[src/rtl/sd_card_dat_responder.sv]
// sd_card_dat_responder: card end of one SD DAT line for write blocks; receives data+CRC16,
// then answers with the CRC status token and busy, streaming received data out as 32-bit words.
module sd_card_dat_responder #(
    parameter int BLOCK_BITS  = 512,
    parameter int NCRC        = 2,
    parameter int BUSY_CYCLES = 8
) (
    input  logic        sd_clock,
    input  logic        reset,
    input  logic        enable,
    input  logic        force_crc_err,
    input  logic        dat_in,
    output logic        dat_out,
    output logic        dat_oe,
    output logic [31:0] rx_word,
    output logic        rx_word_valid,
    output logic        block_done,
    output logic        crc_ok,
    output logic [15:0] block_count
);
    localparam int BW = $clog2(BLOCK_BITS);

    typedef enum logic [2:0] {S_IDLE, S_DATA, S_CRC, S_END, S_WAIT, S_STATUS, S_BUSY} state_t;

    state_t        state_q, state_d;
    logic [BW-1:0] bit_cnt_q, bit_cnt_d;
    logic [15:0]   cnt_q, cnt_d;
    logic [15:0]   crc_q, crc_d, crc_next;
    logic [15:0]   rx_crc_q, rx_crc_d;
    logic [31:0]   sh_q, sh_d;
    logic [31:0]   rx_word_q, rx_word_d;
    logic          rx_word_valid_q, rx_word_valid_d;
    logic          ok_q, ok_d;
    logic          block_done_q, block_done_d;
    logic          crc_ok_q, crc_ok_d;
    logic [15:0]   block_count_q, block_count_d;
    logic          dat_out_q, dat_out_d;
    logic          dat_oe_q, dat_oe_d;
    logic [4:0]    tok;

    always_comb begin
        state_d         = state_q;
        bit_cnt_d       = bit_cnt_q;
        cnt_d           = cnt_q;
        crc_d           = crc_q;
        rx_crc_d        = rx_crc_q;
        sh_d            = sh_q;
        rx_word_d       = rx_word_q;
        rx_word_valid_d = 1'b0;
        ok_d            = ok_q;
        block_done_d    = 1'b0;
        crc_ok_d        = crc_ok_q;
        block_count_d   = block_count_q;
        crc_next        = {crc_q[14:0], 1'b0} ^ ((dat_in ^ crc_q[15]) ? 16'h1021 : 16'h0000);
        case (state_q)
            S_IDLE: begin
                if (enable && !dat_in) begin
                    state_d   = S_DATA;
                    bit_cnt_d = '0;
                    crc_d     = '0;
                end
            end
            S_DATA: begin
                crc_d     = crc_next;
                sh_d      = {sh_q[30:0], dat_in};
                bit_cnt_d = bit_cnt_q + 1'b1;
                if (bit_cnt_q[4:0] == 5'd31) begin
                    rx_word_d       = sh_d;
                    rx_word_valid_d = 1'b1;
                end
                if (bit_cnt_q == BW'(BLOCK_BITS - 1)) begin
                    state_d = S_CRC;
                    cnt_d   = '0;
                end
            end
            S_CRC: begin
                rx_crc_d = {rx_crc_q[14:0], dat_in};
                cnt_d    = cnt_q + 1'b1;
                if (cnt_q == 16'd15) begin
                    state_d = S_END;
                    cnt_d   = '0;
                end
            end
            S_END: begin
                ok_d    = dat_in && (rx_crc_q == crc_q) && !force_crc_err;
                state_d = S_WAIT;
                cnt_d   = '0;
            end
            S_WAIT: begin
                cnt_d = cnt_q + 1'b1;
                if (cnt_q == 16'(NCRC - 1)) begin
                    state_d       = S_STATUS;
                    cnt_d         = '0;
                    block_done_d  = 1'b1;
                    crc_ok_d      = ok_q;
                    block_count_d = block_count_q + 1'b1;
                end
            end
            S_STATUS: begin
                cnt_d = cnt_q + 1'b1;
                if (cnt_q == 16'd4) begin
                    state_d = S_BUSY;
                    cnt_d   = '0;
                end
            end
            S_BUSY: begin
                cnt_d = cnt_q + 1'b1;
                if (cnt_q == 16'(BUSY_CYCLES)) begin
                    state_d = S_IDLE;
                    cnt_d   = '0;
                end
            end
            default: state_d = S_IDLE;
        endcase
        // token bits indexed by cycle: accepted 0,0,1,0,1; CRC error 0,1,0,1,1
        tok       = ok_q ? 5'b10100 : 5'b11010;
        dat_oe_d  = (state_d == S_STATUS) || (state_d == S_BUSY);
        dat_out_d = (state_d == S_STATUS) ? tok[cnt_d[2:0]] :
                    (state_d == S_BUSY) ? (cnt_d == 16'(BUSY_CYCLES)) : 1'b1;
    end

    always_ff @(posedge sd_clock or negedge reset) begin
        if (!reset) begin
            state_q         <= S_IDLE;
            bit_cnt_q       <= '0;
            cnt_q           <= '0;
            crc_q           <= '0;
            rx_crc_q        <= '0;
            sh_q            <= '0;
            rx_word_q       <= '0;
            rx_word_valid_q <= 1'b0;
            ok_q            <= 1'b0;
            block_done_q    <= 1'b0;
            crc_ok_q        <= 1'b0;
            block_count_q   <= '0;
            dat_out_q       <= 1'b1;
            dat_oe_q        <= 1'b0;
        end else begin
            state_q         <= state_d;
            bit_cnt_q       <= bit_cnt_d;
            cnt_q           <= cnt_d;
            crc_q           <= crc_d;
            rx_crc_q        <= rx_crc_d;
            sh_q            <= sh_d;
            rx_word_q       <= rx_word_d;
            rx_word_valid_q <= rx_word_valid_d;
            ok_q            <= ok_d;
            block_done_q    <= block_done_d;
            crc_ok_q        <= crc_ok_d;
            block_count_q   <= block_count_d;
            dat_out_q       <= dat_out_d;
            dat_oe_q        <= dat_oe_d;
        end
    end

    assign dat_out       = dat_out_q;
    assign dat_oe        = dat_oe_q;
    assign rx_word       = rx_word_q;
    assign rx_word_valid = rx_word_valid_q;
    assign block_done    = block_done_q;
    assign crc_ok        = crc_ok_q;
    assign block_count   = block_count_q;
endmodule

[config.mk]
export PLATFORM = sky130hd
export DESIGN_NAME = sd_card_dat_responder
export DESIGN_NICKNAME = d
export VERILOG_FILES = /design/src/rtl/sd_card_dat_responder.sv
export SDC_FILE = /design/constraint.sdc
export NUM_CORES = 1
export LEC_CHECK = 0
export CAP_MARGIN = 20
export CORE_MARGIN = 3
export CORE_UTILIZATION = 55
export CTS_CLUSTER_DIAMETER = 120
export DETAILED_ROUTE_END_ITERATION = 10
export DONT_BUFFER_PORTS = 1
export GPL_ROUTABILITY_DRIVEN = 0
export GPL_TIMING_DRIVEN = 0
export PLACE_DENSITY = 0.7
export SLEW_MARGIN = 20
export SYNTH_ARGS = -nofsm -noshare
export SYNTH_HDL_FRONTEND = slang
export SYNTH_SLANG_ARGS = --single-unit
[constraint.sdc]
create_clock -name sd_clock -period 3.6 [get_ports sd_clock]
set_input_delay 0.36 -clock sd_clock [delete_from_list [all_inputs] [get_ports sd_clock]]
set_output_delay 0.36 -clock sd_clock [all_outputs]
set_load 0.05 [all_outputs]
==> results of run 1 <==
==> sequential cells by signal (all words and copies together) (netlist names), 3 cells and up <==
| register | flops |
|---|---|
| rx_word | 32 |
| sh_q | 31 |
| block_count | 16 |
| cnt_q | 16 |
| crc_q | 16 |
| rx_crc_q | 16 |
| bit_cnt_q | 9 |
| state_q | 3 |
==> power groups by stage <==
stage	Combinational (W)	Clock (W)	Sequential (W)
final	0.000234	0.00187	0.00198
after floorplan	0.000206	0	0.00196
after global placement	0.000227	0	0.00200
after global routing	0.000268	0.00197	0.00199
after detailed placement	0.000238	0	0.00200
after CTS	0.000238	0.00190	0.00198
==> area by class of cell <==
class / count / area, µm²
flip-flops and latches: 145 / 3630
multi-input cells: 454 / 2840
repair buffers: 6 / 45.0
plain buffers: 31 / 133
clock inverters: 15 / 204
clock buffers: 17 / 425
inverters: 14 / 52.6
fillers: 876 / 4060
well taps: 143 / 179
==> worst reg2reg max path, cell delays in order (launching register included) <==
cell,delay (ns)
dfrtp_1,0.37
buf_6,0.12
or4_4,0.58
or4_4,0.53
o2bb2ai_4,0.14
or2_1,0.25
buf_6,0.13
nor2_4,0.07
a21oi_2,0.04
ha_1,0.31
inv_2,0.04
a21oi_2,0.12
o21ba_4,0.17
a311oi_2,0.28
o21ai_2,0.12
a31o_1,0.21
==> cell families (layout without fill, tap and decap cells) <==
group / Yosys count / in the layout / synth area share, %
DFF: 145 / 145 / 55.2
xor gates and xnor gates: 39 / 39 / 5.20
muxes: 51 / 51 / 8.72
buffers and inverters: 46 / 83 / 2.87
adders and majority gates: 8 / 8 / 1.52
AOI/OAI and AO/OA: 78 / 78 / 7.56
and+or+nand+nor: 278 / 278 / 18.9
==> worst min path at each step <==
stage	endpoint	slack, ns	cells after the start
6_report	cnt_q[8]	-0.36	0
5_1_grt	block_count[0]	-0.39	0
2_1_floorplan	bit_cnt_q[0]	0.06	0
4_1_cts	cnt_q[12]	-0.38	0
3_5_place_dp	cnt_q[6]	0.07	0
3_3_place_gp	cnt_q[8]	0.07	0
==> placed cells by master (no fill, tap or decap), types with 8 or more instances in the layout <==
| master | Yosys | routed |
|---|---|---|
| xnor2_1 | 17 | 17 |
| ha_1 | 8 | 8 |
| mux2_2 | 50 | 50 |
| nor2_1 | 31 | 30 |
| inv_1 | 14 | 13 |
| dfrtp_1 | 144 | 141 |
| clkbuf_1 | 28 | 27 |
| clkbuf_16 | 0 | 17 |
| o21ai_0 | 33 | 32 |
| nand2_1 | 162 | 162 |
| xor2_1 | 22 | 22 |
| nand3_1 | 39 | 38 |
==> layer usage <==
metal  share of wire (%)  vias up
met3                 6.5       27
met5                   0        -
met1                  45     2316
li1                    -     2248
met4                 1.9        0
met2                  47      156
==> what timing repair did <==
action,in CTS,in global routing
resized for setup,5,14
endpoints found under the hold margin,145,145
setup endpoints to repair,1,1
gates cloned,0,0
setup buffers,1,5
pin swaps,1,9
==> through the flow <==
| stage | instance area [µm²] | cells | utilization, % |
|---|---|---|---|
| after floorplan | 6570 | 645 | - |
| after detailed placement | 6750 | 788 | 58.4 |
| after global placement | 6750 | 788 | 58.4 |
| final | 7510 | 825 | 64.9 |
| after CTS | 7410 | 821 | 64.1 |
| after global routing | 7510 | 825 | 64.9 |
==> flow_summary_export.csv, run 1 <==
group,metric,value,unit
synth,seq_area_frac_synth,55.2,%
synth,synth_common_cells,"162 x nand2_1, 144 x dfrtp_1, 50 x mux2_2, 39 x nand3_1, 33 x o21ai_0",
clock_tree,cts_tree,"yes",
die,top_level_ports,58,
global_routing,grt-busiest-layer,"met2",
routing,drt-initial-drc-count,330,
layout,area_growth_syn_to_layout,14.2,%
setup_path,crit_end,"dat_out",
global_routing,use_met3,6.47,%
synth,synth_edf_count,0,
timing,tns,0,ns
setup_path,reg2reg_from,"cnt_q[7]",
setup_path,path_depth,15,
placed_design,place_hpwl,8990,µm
setup_path,cp_slowest_cell,"or4_4",
routing,drcViolationCount,0,
global_routing,antenna_found_initial,0,
placed_design,io_buffers,0,
setup_path,crit_path_end_kind,"flop",
setup_path,path_class,"flop to flop",
timing,worst_slack,0.0557,ns
power_and_ir_drop,design_power_total,0.00407,W
die,core-area,11600,µm²
global_routing,grt_pass1_wl,22500,µm
routing,wire_per_inst,16.2,µm
global_routing,grt.total_usage,21.4,%
run,cap_violations,0,
clock_tree,path_clk_slew,0.06,ns
status,violations,"negative hold slack",
synth,synth-seq-cells,145,
synth,synth_most_common_cell,"nand2_1",
clock_tree,cts_buffers,17,
power_and_ir_drop,p_per_area,543,nW/µm²
timing,slew-limit-headroom,43.9,%
routing,via_per_inst,5.75,
routing,vias,4747,
die,dieArea,13300,µm²
setup_path,r2r_slack,0.06,ns
global_routing,grt_pass1_vias,4631,
synth,netlist_area,6570,µm²
clock_tree,h-tree-depth,4,
setup_path,path_max_fanout,3,
setup_path,start_kind,"flop",
synth,yosysTopAreaCellShare,54.8,%
global_routing,grt_max_degree,146,
die,row_count,39,
synth,synth_top_area_cell,"dfrtp_1",
timing,drv_slew,0,
power_and_ir_drop,p_int,0.00307,W
status,outcome,"complete, but fails checks",
routing,firstDrtPassIters,5,
clock_tree,cts_root_buf,"clkbuf_16",
power_and_ir_drop,p_sw,0.00101,W
setup_path,reg2regPathDepth,15,
clock_tree,cts.path.max_buffers,2,
setup_path,crit_buf_inv,3,
routing,final_antenna_net_count,0,
power_and_ir_drop,vdd_drop_max,403,µV
setup_path,cp-startpoint,"cnt_q[7]",
setup_path,path_cells,"buf_6 > or4_4 > or4_4 > o2bb2ai_4 > or2_1 > buf_6 > nor2_4 > a21oi_2 > ha_1 > inv_2 > a21oi_2 > o21ba_4 > a311oi_2 > o21ai_2 > a31o_1",
timing,hold_viol_final,145,
global_routing,grtUsageMet2,32.6,%
timing,rsz0062_at_grt,"yes",
power_and_ir_drop,switching_share,24.8,%
die,die_w,115,µm
synth,synthArstFlopShare,100,%
synth,yosys_most_used_dff,"dfrtp_1",
global_routing,grt_overflow,0,
routing,drt_wl_total,13400,µm
timing,holdWs,-0.364,ns
synth,synthCells,645,
setup_path,r2r-end,"dat_out",
setup_path,max_stage_delay,0.58,ns
clock_tree,clk_latency,0.42,ns
die,fp.dieH,115,µm
layout,fin_nets,682,
timing,period_minus_slack,3.54,ns
synth,syn_avg_cell_area,10.2,µm²
power_and_ir_drop,power_frac_seq,48.5,%
worst_hold_path,hp-class,"primary input to asynchronous set/reset pin",
layout,drive_gt1_share,16.7,%
synth,yosys-top-cells-area,"dfrtp_1 55%, nand2_1 9.3%, mux2_2 8.6%",
layout,antenna_cells,0,
timing,worstMarginPinSlew,0.835,ns
power_and_ir_drop,clkPwrFrac,45.8,%
global_routing,use_met1,29.1,%
setup_path,critPathArrivalTime,3.89,ns
die,start_util,56.8,%
timing,fin_skew,0.00731,ns
timing,timing.fmax,282,MHz
power_and_ir_drop,p_leak,3.39,nW
timing,setup_viol,0,
timing,min_period_over_period,98.5,%
synth,ys_types,54,
power_and_ir_drop,share_comb_of_total_power,5.7,%
setup_path,crit_family,"simple AND/OR/NAND/NOR gates",
setup_path,cp.required,3.95,ns
clock_tree,cts.sinks,145,
synth,yosys_warnings,0,
synth,synthesis.nets,658,
placed_design,dp_slack,-0.264,ns
Note: power is estimated with default switching activity, not from simulation.
==> run 2, diff against run 1 <==
CTS_BUF_LIST = sky130_fd_sc_hd__clkbuf_8   (was default)
==> run 2 against run 1 <==
  * The flow still finishes with violations (negative hold slack)
  * Sequential power is essentially flat
  * Routed wire length shrank 0.73%
  * Clock power shrank 25%
  * Sequential share of layout area grew 0.85 points
  * Clock skew grew 0.0049 ns
  * Setup slack gained 0.017 ns
==> flow_summary_export.csv, run 2 (same netlist as run 1, synthesis figures left out) <==
group,metric,value,unit
timing,worstMarginPinSlew,0.854,ns
timing,fin_skew,0.0122,ns
die,start_util,56.8,%
clock_tree,h-tree-depth,4,
die,top_level_ports,58,
global_routing,antenna_found_initial,0,
timing,hold_viol_final,145,
power_and_ir_drop,share_comb_of_total_power,6.5,%
setup_path,reg2reg_from,"cnt_q[11]",
timing,timing.fmax,284,MHz
routing,wire_per_inst,16.0,µm
setup_path,max_stage_delay,0.59,ns
routing,via_per_inst,5.70,
routing,final_antenna_net_count,0,
setup_path,cp_slowest_cell,"or4_4",
setup_path,r2r-end,"dat_out",
die,fp.dieH,115,µm
power_and_ir_drop,p_sw,0.000954,W
setup_path,reg2regPathDepth,14,
setup_path,crit_family,"simple AND/OR/NAND/NOR gates",
global_routing,grt_pass1_wl,22300,µm
setup_path,cp.required,3.99,ns
global_routing,grt.total_usage,21.4,%
setup_path,path_cells,"or4_4 > or4_4 > o2bb2ai_4 > or2_1 > buf_6 > nor2_4 > a21oi_2 > ha_1 > inv_2 > a21oi_2 > o21ba_4 > a311oi_4 > o21ai_2 > a31o_1",
die,die_w,115,µm
setup_path,start_kind,"flop",
clock_tree,cts_tree,"yes",
status,outcome,"complete, but fails checks",
setup_path,crit_buf_inv,2,
worst_hold_path,hp-class,"primary input to asynchronous set/reset pin",
setup_path,path_depth,14,
timing,period_minus_slack,3.53,ns
routing,firstDrtPassIters,5,
setup_path,crit_end,"dat_out",
layout,layout_common_cells,"162 x nand2_1, 140 x dfrtp_1, 50 x mux2_2",
global_routing,grt_overflow,0,
power_and_ir_drop,power_frac_seq,54.6,%
timing,slew-limit-headroom,42.7,%
power_and_ir_drop,clkPwrFrac,38.9,%
setup_path,path_class,"flop to flop",
setup_path,r2r_slack,0.07,ns
timing,rsz0062_at_grt,"yes",
setup_path,path_max_fanout,6,
timing,setup_viol,0,
layout,drive_gt1_share,17.6,%
timing,drv_slew,0,
power_and_ir_drop,switching_share,26.4,%
clock_tree,cts_root_buf,"clkbuf_8",
routing,drt-initial-drc-count,321,
global_routing,grt_pass1_vias,4622,
clock_tree,cts_hold_repair.buffers,1,
setup_path,crit_path_end_kind,"flop",
layout,fin_nets,688,
routing,drcViolationCount,0,
power_and_ir_drop,p_leak,3.33,nW
setup_path,critPathArrivalTime,3.92,ns
status,violations,"negative hold slack",
clock_tree,cts.path.max_buffers,2,
clock_tree,cts.sinks,145,
routing,drt_wl_total,13300,µm
clock_tree,cts_buffers,17,
power_and_ir_drop,vdd_drop_max,321,µV
timing,min_period_over_period,98.0,%
clock_tree,clk_latency,0.46,ns
die,core-area,11600,µm²
placed_design,io_buffers,0,
layout,final_common_cell,"nand2_1",
timing,tns,0,ns
clock_tree,path_clk_slew,0.08,ns
global_routing,grt_max_degree,146,
setup_path,cp-startpoint,"cnt_q[11]",
placed_design,dp_slack,-0.264,ns
power_and_ir_drop,p_int,0.00266,W
die,dieArea,13300,µm²
power_and_ir_drop,p_per_area,489,nW/µm²
timing,worst_slack,0.0729,ns
layout,fin_area,7380,µm²
timing,holdWs,-0.403,ns
run,cap_violations,0,
layout,antenna_cells,0,
placed_design,place_hpwl,8990,µm
die,row_count,39,
layout,area_growth_syn_to_layout,12.3,%
placed_design,place_area,6750,µm²
routing,vias,4735,
layout,largest_reg_flops,32,
==> run 2: cell types whose count changed in the layout (fill, tap and decap cells not counted), sizes merged <==
cell	delta
buf	+5
dlygate4sd3	+1
==> run 2: worst min path at each step <==
| stage | from | end | slack (ns) | cells after the start |
|---|---|---|---|---|
| global route | reset | crc_q[9] | -0.45 | 0 |
| detailed placement | reset | cnt_q[6] | 0.07 | 0 |
| global placement | reset | cnt_q[8] | 0.07 | 0 |
| CTS | reset | crc_q[9] | -0.44 | 0 |
| floorplan | reset | bit_cnt_q[0] | 0.06 | 0 |
| finish | reset | cnt_q[8] | -0.40 | 0 |
==> run 2: final cells by class <==
cell class,instances,area (µm²)
Timing Repair Buffer,13,100
Multi-Input combinational cell,454,2850
Sequential cell,145,3630
Clock buffer,17,234
Tap cell,143,179
Clock inverter,15,204
Fill cell,896,4180
Buffer,30,129
Inverter,14,52.6
==> run 2: repair_timing <==
item,CTS,global route
gates resized for setup,7,14
pin swaps,2,8
endpoints found under the hold margin,146,145
setup buffers,1,11
endpoints found under the setup margin,1,1
==> run 2: power groups by stage <==
stage / registers [W] / logic (W) / clock network (W)
6_report: 0.00197 / 0.000234 / 0.00141
3_3_place_gp: 0.00200 / 0.000227 / 0
4_1_cts: 0.00197 / 0.000238 / 0.00144
3_5_place_dp: 0.00200 / 0.000238 / 0
5_1_grt: 0.00199 / 0.000268 / 0.00151
2_1_floorplan: 0.00196 / 0.000206 / 0
==> run 2: through the flow <==
step | total power, W | util, % | cells
after floorplan | 0.00216 | - | 645
after global placement | 0.00222 | 58.4 | 788
after detailed placement | 0.00224 | 58.4 | 788
after CTS | 0.00365 | 62.7 | 822
after global routing | 0.00377 | 63.8 | 831
final | 0.00361 | 63.8 | 831
==> run 2: layer usage <==
layer | track usage [%] | vias up | share of wire [%]
met5 | 0 | - | 0
li1 | - | 2253 | -
met4 | 7.36 | 0 | 1.1
met1 | 29.0 | 2328 | 45
met2 | 32.5 | 140 | 47
met3 | 7.00 | 14 | 7.0
==> run 2: worst reg2reg max path, cell delays in order, from the launching register on <==
cell       delay, ns
dfrtp_2         0.44
or4_4           0.58
or4_4           0.59
o2bb2ai_4       0.14
or2_1           0.25
buf_6           0.13
nor2_4          0.07
a21oi_2         0.04
ha_1            0.31
inv_2           0.04
a21oi_2         0.10
o21ba_4         0.17
a311oi_4        0.29
o21ai_2         0.12
a31o_1          0.21
